$ cat config.mk
export PLATFORM = sky130hd
export DESIGN_NAME = sram_arbiter
export DESIGN_NICKNAME = d
export VERILOG_FILES = /design/src/rtl/sram_arbiter.sv
export SDC_FILE = /design/constraint.sdc
export NUM_CORES = 1
export LEC_CHECK = 0
export BUFFER_PORTS_ARGS = -buffer_cell sky130_fd_sc_hd__buf_2
export CORE_AREA = 2 2 107 109
export DETAILED_ROUTE_END_ITERATION = 16
export DIE_AREA = 0 0 109 111
export SYNTH_ARGS = -nofsm -noshare
export SYNTH_HDL_FRONTEND = slang
export SYNTH_SLANG_ARGS = --single-unit
$ cat constraint.sdc
create_clock -name clk -period 1.5 [get_ports clk]
set_clock_uncertainty 0.15 [all_clocks]
set_input_delay 0.15 -clock clk [delete_from_list [all_inputs] [get_ports clk]]
set_output_delay 0.15 -clock clk [all_outputs]
set_load 0.02 [all_outputs]
$ cat src/rtl/sram_arbiter.sv
// Arbitrates the single unified SRAM port between instruction fetch and the MEM stage.
// One access in flight; data has priority, with a starvation cap that eventually forces a fetch.
module sram_arbiter #(
  parameter int ADDR_WIDTH   = 32,
  parameter int DATA_WIDTH   = 32,
  parameter int RD_LATENCY   = 1,
  parameter int STARVE_LIMIT = 4
) (
  input  logic                  clk,
  input  logic                  rst,
  input  logic                  flush_i,
  input  logic                  inst_req_i,
  input  logic [ADDR_WIDTH-1:0] inst_addr_i,
  output logic                  inst_ready_o,
  output logic                  inst_rvalid_o,
  output logic [DATA_WIDTH-1:0] inst_rdata_o,
  input  logic                  data_req_i,
  input  logic                  data_we_i,
  input  logic [3:0]            data_sel_i,
  input  logic [ADDR_WIDTH-1:0] data_addr_i,
  input  logic [DATA_WIDTH-1:0] data_wdata_i,
  output logic                  data_ready_o,
  output logic                  data_rvalid_o,
  output logic [DATA_WIDTH-1:0] data_rdata_o,
  output logic                  sram_ce_o,
  output logic                  sram_we_o,
  output logic [3:0]            sram_be_o,
  output logic [ADDR_WIDTH-1:0] sram_addr_o,
  output logic [DATA_WIDTH-1:0] sram_wdata_o,
  input  logic [DATA_WIDTH-1:0] sram_rdata_i,
  output logic                  stall_if_o,
  output logic                  stall_mem_o
);

  localparam int CNT_W = (RD_LATENCY < 1) ? 1 : $clog2(RD_LATENCY + 1);
  localparam int STV_W = (STARVE_LIMIT < 1) ? 1 : $clog2(STARVE_LIMIT + 1);
  localparam logic [CNT_W-1:0] CNT_ONE  = CNT_W'(1);
  localparam logic [CNT_W-1:0] CNT_LOAD = CNT_W'(RD_LATENCY);
  localparam logic [STV_W-1:0] STV_MAX  = STV_W'(STARVE_LIMIT);

  typedef enum logic {IDLE, RD_WAIT} state_t;
  typedef enum logic {OWN_INST, OWN_DATA} owner_t;

  state_t           state_q, state_d;
  owner_t           owner_q, owner_d;
  logic [CNT_W-1:0] cnt_q, cnt_d;
  logic             drop_q, drop_d;
  logic [STV_W-1:0] starve_q, starve_d;

  logic can_issue, resp_cycle, inst_first, grant_data, grant_inst, issue_read;

  // Outputs are gated by rst so they fall to zero the moment reset asserts.
  assign can_issue  = rst & ((state_q == IDLE) | (cnt_q == CNT_ONE));
  assign resp_cycle = rst & (state_q == RD_WAIT) & (cnt_q == CNT_ONE);
  assign inst_first = inst_req_i & (starve_q == STV_MAX);
  assign grant_data = can_issue & data_req_i & ~inst_first;
  assign grant_inst = can_issue & inst_req_i & ~grant_data;
  assign issue_read = grant_inst | (grant_data & ~data_we_i);

  assign inst_ready_o  = grant_inst;
  assign data_ready_o  = grant_data;
  assign inst_rvalid_o = resp_cycle & (owner_q == OWN_INST) & ~drop_q & ~flush_i;
  assign data_rvalid_o = resp_cycle & (owner_q == OWN_DATA);
  assign inst_rdata_o  = sram_rdata_i;
  assign data_rdata_o  = sram_rdata_i;
  assign stall_if_o    = rst & inst_req_i & ~grant_inst;
  assign stall_mem_o   = rst & ((data_req_i & ~grant_data) |
                                ((state_q == RD_WAIT) & (owner_q == OWN_DATA) & (cnt_q != CNT_ONE)));

  always_comb begin
    sram_ce_o    = 1'b0;
    sram_we_o    = 1'b0;
    sram_be_o    = 4'h0;
    sram_addr_o  = '0;
    sram_wdata_o = '0;
    if (grant_data) begin
      sram_ce_o    = 1'b1;
      sram_we_o    = data_we_i;
      sram_be_o    = data_we_i ? data_sel_i : 4'hF;
      sram_addr_o  = data_addr_i;
      sram_wdata_o = data_wdata_i;
    end else if (grant_inst) begin
      sram_ce_o   = 1'b1;
      sram_be_o   = 4'hF;
      sram_addr_o = inst_addr_i;
    end
  end

  always_comb begin
    state_d  = state_q;
    owner_d  = owner_q;
    cnt_d    = cnt_q;
    drop_d   = drop_q;
    starve_d = starve_q;
    if (state_q == RD_WAIT) begin
      if (cnt_q == CNT_ONE) begin
        state_d = IDLE;
        cnt_d   = '0;
        drop_d  = 1'b0;
      end else begin
        cnt_d = cnt_q - CNT_ONE;
        if ((owner_q == OWN_INST) && flush_i) drop_d = 1'b1;
      end
    end
    // A new read issued in the response cycle overrides the return to IDLE.
    if (issue_read) begin
      state_d = RD_WAIT;
      cnt_d   = CNT_LOAD;
      owner_d = grant_inst ? OWN_INST : OWN_DATA;
      drop_d  = 1'b0;
    end
    if (!inst_req_i || grant_inst)
      starve_d = '0;
    else if (grant_data && (starve_q != STV_MAX))
      starve_d = starve_q + STV_W'(1);
  end

  always_ff @(posedge clk or negedge rst) begin
    if (!rst) begin
      state_q  <= IDLE;
      owner_q  <= OWN_INST;
      cnt_q    <= '0;
      drop_q   <= 1'b0;
      starve_q <= '0;
    end else begin
      state_q  <= state_d;
      owner_q  <= owner_d;
      cnt_q    <= cnt_d;
      drop_q   <= drop_d;
      starve_q <= starve_d;
    end
  end

endmodule

; Yosys cells after proc, flatten, opt, wreduce, memory -nomap -nowiden
; Index checks and enable logic that the tools add are counted.
[op_classes]
eq_ne = 2
add_sub_neg = 2
n_reduce_logical = 8
bitwise_logic = 31
n_mux = 22
[op_table]
columns = operator, count
row1 = $mux W32, 3
row2 = $and A1 B1 Y1, 19
row3 = $mux W1, 14
row4 = $mux W4, 3
row5 = $not A1 Y1, 9
row6 = $mux W3, 2
row7 = $reduce_bool A2 Y1, 2
row8 = $add A3 B1 Y3 const B, 1
row9 = $eq A3 B3 Y1 const B, 1
row10 = $ne A3 B3 Y1 const B, 1
row11 = $or A1 B1 Y1, 3
row12 = $reduce_bool A3 Y1, 1
row13 = $logic_and A1 B1 Y1, 2
row14 = $reduce_and A2 Y1, 1
row15 = $logic_not A1 Y1, 1
row16 = $logic_or A1 B1 Y1, 1
row17 = $sub A1 B1 Y1 const B, 1
[word_totals]
output_inout_bits = 140
in_bits = 138
reg_bits = 7
elab_cells = 70

; Depth between registers and ports, before layout
; Gate-level depths: netlist of the first run.
[logic_depth]
depth_word = 10
ltp_mapped = 7
depth_no_buf = 5

; Least setup slack after synthesis of the first run
; Ideal clock, no wire load.
[synth_path]
path_kind = register to output
start = reg starve_q[0]
end = out stall_if_o
stages_incl_launch_ff = 7
t_required_ns = 1.200
path_slack_ns = -0.342
path_buffers = 2
t_arrival_ns = 1.542
cell_sequence = dfrtp_1 -> inv_1 -> ha_1 -> a21bo_2 -> buf_2 -> buf_2 -> a21oi_1
[synth_between]
elab_chain_len = 8
[synth_rtl]
columns = item, line_no
row1 = from (decl), 48  ; logic [STV_W-1:0] starve_q, starve_d;
row2 = from (signal assigned), 130  ; starve_q <= starve_d;
row3 = $eq A3 B3 Y1, 55  ; assign inst_first = inst_req_i & (starve_q == STV_MAX);
row4 = $and A1 B1 Y1, 55
row5 = $not A1 Y1, 56  ; assign grant_data = can_issue & data_req_i & ~inst_first;
row6 = $and A1 B1 Y1, 56
row7 = $not A1 Y1, 57  ; assign grant_inst = can_issue & inst_req_i & ~grant_data;
row8 = $and A1 B1 Y1, 57
row9 = $not A1 Y1, 66  ; assign stall_if_o = rst & inst_req_i & ~grant_inst;
row10 = $and A1 B1 Y1, 66
row11 = to (decl), 31  ; output logic stall_if_o,
; Every way passes these cells.

; Worst setup path in the final report of the first run
[layout_path]
start = reg starve_q[0]
end = out sram_addr_o[29]
[layout_between]
elab_chain_len = 8
[layout_rtl]
columns = item, line_no
row1 = $eq A3 B3 Y1 *, 55
row2 = $and A1 B1 Y1 *, 55
row3 = $not A1 Y1 *, 56
row4 = $and A1 B1 Y1 *, 56
row5 = $not A1 Y1, 57
row6 = $and A1 B1 Y1, 57
row7 = $mux W32, 82  ; end else if (grant_inst) begin
row8 = $mux W32 *, 76  ; if (grant_data) begin
row9 = to (decl), 28  ; output logic [ADDR_WIDTH-1:0] sram_addr_o,
; Mark *: on every way between the ends. The rest lies on a longest branch, timed or not.

==> flow_summary_export.csv, run 1 <==
group,metric,value,unit
yosys,async_reset_ff_frac,1.000,
timing,finalSetupViolations,78,
global_route,grt_use_met2,0.2447,
yosys,ys_seq_elements,7,
floorplan,dieWidth,109,µm
detailed_routing,via_count,2507,
clock_network,cts_root_buf,"clkbuf_16",
worst_setup_path,slowest_delay,380,ps
yosys,syn-num-nets,417,
floorplan,die_h,111,µm
placement,dp_hpwl,6528,µm
yosys,postSynthCellCount,277,
worst_setup_path,arrival,1630,ps
global_route,grt_max_degree,38,
clock_network,clk_pin_slew,40,ps
worst_setup_path,path_cells,"inv_2 -> ha_4 -> nand3_4 -> buf_6 -> a32oi_2 -> nor2_2 -> buf_2",
yosys,synth_top_cell_by_area,"buf_4",
timing,hold_viol,0,
worst_setup_path,critPathSlowestCell,"dfrtp_1",
global_route,use_met3,0.02646,
floorplan,initial_utilization,0.1767,
worst_setup_path,required,1200,ps
timing,max_freq,517.8,MHz
global_route,antenna_found_initial,0,
yosys,synth_most_common_cell,"buf_4",
timing,setup_slack,-431.1,ps
placement,finalWeightedCongestion,0.7780,
detailed_routing,vias_per_cell,4.566,
worst_setup_path,critPathKind,"reg2out",
detailed_routing,drtIter0Drc,125,
pwr,irDropWorstVdd,435.9,µV
global_route,met1_usage,0.1375,
floorplan,dieArea,12100,µm²
worst_setup_path,rrSetupSlack,-60,ps
cells_and_area,syn_to_final_growth,83.25,%
global_route,grt-busiest-layer,"met2",
outcome,outcome,"finished, violations left",
pwr,p_total,2.377,mW
detailed_routing,drtAntennaViolNets,0,
cells_and_area,drive_above_1_share,0.7931,
yosys,yosysSeqAreaShare,0.08951,
detailed_routing,drtPass1Iterations,4,
min_path,hold_class,"in2async",
pwr,power.density,662.9,nW/µm²
worst_setup_path,crit_path_end_kind,"primary output",
placement,portBuffers,181,
global_route,grt-ovfl-total,0,
clock_network,clock_latency,240,ps
cells_and_area,nets,547,
floorplan,rows,39,
flow_run,cap_violations,0,
global_route,grt_pass1_vias,2538,
timing,worst_pin_slew,263.4,ps
yosys,synth_edf_count,0,
timing,report.final.slew_viol_count,0,
yosys,synth.avg_cell_area,7.065,µm²
worst_setup_path,path_max_fanout,12,
pwr,leakage,1.659,nW
clock_network,cts_buffer_depth,2,
worst_setup_path,worst_setup_path_start_kind,"flop",
detailed_routing,wl_per_cell,16.28,µm
floorplan,core_area,11080,µm²
yosys,ys.flop_type,"dfrtp_1",
timing,min_period,1931,ps
timing,rsz0062_at_grt,"true",
global_route,grt_pass1_wl,12900,µm
detailed_routing,route.detailed.drc,0,
clock_network,cts_tree,"done",
cells_and_area,post-route-util,0.3237,
yosys,ys_top_cells_by_area,"buf_4 (25%), a32oi_1 (15%), and2_1 (12%)",
yosys,yosysTopAreaCellShare,0.2494,
outcome,violations,"setup timing",
yosys,synth_common_cells,"buf_4 (65), and2_1 (36), nor2_1 (35)",
timing,period_share,1.287,
clock_network,numCtsBuffers,3,
global_route,grt_usage,0.1349,
cells_and_area,num_antenna_cells,0,
yosys,ys_warn_count,0,
clock_network,h-tree-depth,1,
yosys,synth_cell_types,35,
floorplan,io_pins,278,
timing,relSlewSlack,0.8236,
clock_network,cts_sinks,7,
yosys,netlist_area,1957,µm²
detailed_routing,drt_wl_total,8938,µm
-- placed cells by master, fill, tap and decap left out, types with 2 or more instances in the layout --
cell	count
nand4b_1	3
and3_4	34
nor2_1	4
dfrtp_1	7
a32oi_1	18
buf_2	141
ha_4	2
buf_6	43
and2_4	4
buf_12	6
a32oi_2	15
clkbuf_16	3
o21a_4	4
inv_2	3
buf_4	21
nand2_1	2
and2_1	34
o21ai_1	2
nor2_2	31
-- worst max-delay path: cells and delay by family (launching register included) --
kind | cells | cell delay, ps
and+or+nand+nor | 2 | 190
DFF | 1 | 380
AOI/OAI and AO/OA | 1 | 240
buffers and inverters | 3 | 420
adders and majority gates | 1 | 150
-- kinds of logic (layout without fill, tap and decap cells) --
| group | Yosys count | in the layout | synth area share |
|---|---|---|---|
| compound gates | 49 | 49 | 0.2052 |
| xor+xnor | 1 | 1 | 0.004477 |
| fa+ha+maj | 2 | 2 | 0.01279 |
| buf+inv | 95 | 222 | 0.3286 |
| flops | 7 | 7 | 0.08952 |
| simple gates | 123 | 125 | 0.3593 |
-- through the flow --
step	area [µm²]	std cells	setup WS [ps]	setup TNS [ps]	hold slack, ps
4_1_cts	3418	547	-433.1	-28110	77.37
5_1_grt	3586	549	-503.3	-32530	66.12
3_3_place_gp	2968	536	-250.9	-13370	-90.36
3_5_place_dp	2968	536	-299.0	-15230	-89.47
2_1_floorplan	2296	277	-92.83	-5130	-295.6
6_report	3586	549	-431.1	-27110	50.13
-- per-layer routing --
layer / part of all wire / vias to the layer above
li1: - / 1176
met1: 0.34 / 1147
met2: 0.52 / 132
met3: 0.087 / 52
met4: 0.057 / 0
met5: 0 / -
-- registers in the layout, indices dropped and copies added (netlist names) --
register and cells:
starve_q 3, drop_q 1, cnt_q 1, owner_q 1, state_q 1
-- worst paths after layout --
| path | start | cells after the start | endpoint |
|---|---|---|---|
| max in group asynchronous | rst | 4 | drop_q$_DFFE_PN0P_ |
| setup reg to reg | starve_q[0]$_DFFE_PN0P_ | 6 | starve_q[1]$_DFFE_PN0P_ |
| setup / recovery | starve_q[0]$_DFFE_PN0P_ | 7 | sram_addr_o[29] |
| min in group clk | data_we_i | 3 | owner_q$_DFFE_PN0P_ |
| hold reg to reg | state_q$_DFF_PN0_ | 2 | drop_q$_DFFE_PN0P_ |
| hold / removal | rst | 4 | cnt_q$_DFFE_PN0P_ |
-- cell type report --
type                       instances  area, µm²
sequential                         7      175.2
tap                              143      178.9
clock buffer                       4      78.83
timing repair buffer             213       1490
fill                            1131       7491
inverter                           5      23.77
multi-input combinational        177       1639
-- where the power goes --
| part | total [mW] | switching, mW | internal (mW) | leakage, nW |
|---|---|---|---|---|
| Combinational | 1.64 | 0.841 | 0.799 | 1.53 |
| Clock | 0.480 | 0.124 | 0.356 | 0.0382 |
| Sequential | 0.257 | 0.0264 | 0.231 | 0.0898 |
| Total | 2.38 | 0.991 | 1.39 | 1.66 |
-- timing repair --
item	in CTS	in global routing
setup endpoints to repair	77	81
hold buffers	1	1
cloned	1	1
endpoints found under the hold margin	7	1
pin swaps	7	4
setup buffers	5	2
gates resized for setup	83	35
Power figures use the tool's default switching activity.
==> run 2, diff against run 1 <==
--- a/config.mk
+++ b/config.mk
@@ -9,6 +9,7 @@
 export CORE_AREA = 2 2 107 109
 export DETAILED_ROUTE_END_ITERATION = 16
 export DIE_AREA = 0 0 109 111
+export MAX_ROUTING_LAYER = met4
 export SYNTH_ARGS = -nofsm -noshare
 export SYNTH_HDL_FRONTEND = slang
 export SYNTH_SLANG_ARGS = --single-unit
==> run 2 against run 1 <==
Effect of this change: the flow still finishes with violations (setup timing); design area unchanged; critical path depth unchanged; cell count unchanged; fmax about the same; flip-flop and latch count unchanged; utilization unchanged; critical path type unchanged; critical endpoint is now sram_addr_o[11].
==> flow_summary_export.csv, run 2 (same netlist as run 1, synthesis figures left out) <==
group,metric,value,unit
worst_setup_path,arrival,1630,ps
clock_network,cts_buffer_depth,2,
placement,portBuffers,181,
worst_setup_path,crit_path_end_kind,"primary output",
clock_network,cts_tree,"done",
floorplan,dieWidth,109,µm
cells_and_area,syn_to_final_growth,83.25,%
global_route,grt-ovfl-total,0,
clock_network,clk_pin_slew,40,ps
cells_and_area,fin_cells,549,
timing,worst_pin_slew,263.0,ps
detailed_routing,vias_per_cell,4.570,
worst_setup_path,r2r_cells,6,
cells_and_area,final_cell_area,3586,µm²
placement,finalWeightedCongestion,0.7886,
worst_setup_path,rrSetupSlack,-60,ps
min_path,hold_class,"in2async",
clock_network,cts_root_buf,"clkbuf_16",
outcome,violations,"setup timing",
placement,placed_area,2968,µm²
timing,min_period,1931,ps
pwr,power.density,663.0,nW/µm²
worst_setup_path,path_max_fanout,22,
cells_and_area,final_common_cell,"buf_2",
outcome,outcome,"finished, violations left",
pwr,irDropWorstVdd,436.0,µV
placement,pre_cts_ws,-299.0,ps
timing,period_share,1.287,
worst_setup_path,path_buf_inv,3,
cells_and_area,largest_reg_flops,3,
cells_and_area,drive_above_1_share,0.7931,
cells_and_area,nFillCells,1131,
cells_and_area,regArea,175.2,µm²
floorplan,rows,39,
clock_network,clock_latency,240,ps
global_route,grt_usage,0.1385,
worst_setup_path,path_delay_family,"buffers and inverters",
placement,dp.cells,536,
placement,dp_hpwl,6528,µm
detailed_routing,wl_per_cell,16.27,µm
cells_and_area,multi_input_area,1639,µm²
worst_setup_path,critPathSlowestCell,"dfrtp_1",
timing,holdWs,48.82,ps
detailed_routing,drtAntennaViolNets,0,
timing,finalSetupViolations,78,
floorplan,die_h,111,µm
timing,report.final.slew_viol_count,0,
worst_setup_path,path_cells,"inv_2 -> ha_4 -> nand3_4 -> buf_12 -> a32oi_2 -> nor2_2 -> buf_2",
timing,setup_slack,-431.1,ps
worst_setup_path,r2r_start,"starve_q[0]$_DFFE_PN0P_",
detailed_routing,drtPass1Iterations,4,
worst_setup_path,rr_endpoint,"starve_q[1]$_DFFE_PN0P_",
clock_network,numCtsBuffers,3,
cells_and_area,final_cell_mix,"buf_2 (141), buf_6 (43), and3_4 (34), and2_1 (34), nor2_2 (31)",
global_route,grt_max_degree,38,
floorplan,initial_utilization,0.1767,
timing,relSlewSlack,0.8239,
detailed_routing,via_count,2509,
global_route,antenna_found_initial,0,
timing,rsz0062_at_grt,"true",
worst_setup_path,slowest_delay,380,ps
worst_setup_path,worst_setup_path_start_kind,"flop",
global_route,grt_pass1_vias,2538,
floorplan,core_area,11080,µm²
timing,max_freq,517.8,MHz
worst_setup_path,critPathKind,"reg2out",
detailed_routing,route.detailed.drc,0,
clock_network,cts_sinks,7,
detailed_routing,drt_wl_total,8932,µm
cells_and_area,nets,547,
worst_setup_path,required,1200,ps
cells_and_area,top_register,"starve_q",
clock_network,h-tree-depth,1,
cells_and_area,num_antenna_cells,0,
floorplan,io_pins,278,
pwr,leakage,1.659,nW
timing,hold_viol,0,
global_route,grt_pass1_wl,12900,µm
detailed_routing,drtIter0Drc,143,
flow_run,cap_violations,0,
floorplan,dieArea,12100,µm²
run 2: final cells by class:
class / instances / area share
clock buffer: 4 / 0.02198
inverter: 5 / 0.006629
multi-input combinational: 177 / 0.4571
sequential: 7 / 0.04885
tap: 143 / 0.04990
timing repair buffer: 213 / 0.4156
run 2: worst register-to-register path, cell delays in order, from the launching register on:
cell	delay, ps
dfrtp_1	380
inv_2	80
ha_4	150
nand3_4	130
and2_4	240
buf_6	120
a32o_1	200
run 2: power breakdown:
| group | switching, mW | internal (mW) |
|---|---|---|
| combinational | 0.841 | 0.799 |
| sequential | 0.0267 | 0.231 |
| clock | 0.124 | 0.356 |
run 2: metal layers:
layer | up-vias | track usage | wire length (µm)
met3 | 52 | 0.02352 | 746
li1 | 1177 | - | -
met2 | 133 | 0.2451 | 4623
met1 | 1147 | 0.1386 | 3050
met5 | - | - | 0
met4 | 0 | 0.08547 | 512
run 2: stage by stage:
stage	setup TNS [ps]	util	power, mW
2_1_floorplan	-5130	-	1.364
3_3_place_gp	-13370	0.2679	1.636
3_5_place_dp	-15230	0.2679	1.653
4_1_cts	-28110	0.3086	2.303
5_1_grt	-32530	0.3237	2.493
6_report	-27130	0.3237	2.377
run 2: worst max path at each step:
stage,from,to,slack [ps],cells past startpoint
after floorplan,starve_q[0]$_DFFE_PN0P_,sram_addr_o[23],-90,7
after global placement,starve_q[1]$_DFFE_PN0P_,sram_be_o[0],-250,7
after detailed placement,starve_q[0]$_DFFE_PN0P_,sram_be_o[1],-300,7
after CTS,starve_q[1]$_DFFE_PN0P_,sram_addr_o[11],-430,7
after global routing,starve_q[0]$_DFFE_PN0P_,sram_addr_o[11],-500,7
final,starve_q[0]$_DFFE_PN0P_,sram_addr_o[11],-430,7
run 2: what timing repair did:
action	in CTS	in global routing
cloned	1	1
pin swaps	7	4
setup endpoints to repair	77	81
setup buffers	5	2
resized for setup	83	35
hold buffers	1	1
endpoints found under the hold margin	7	1
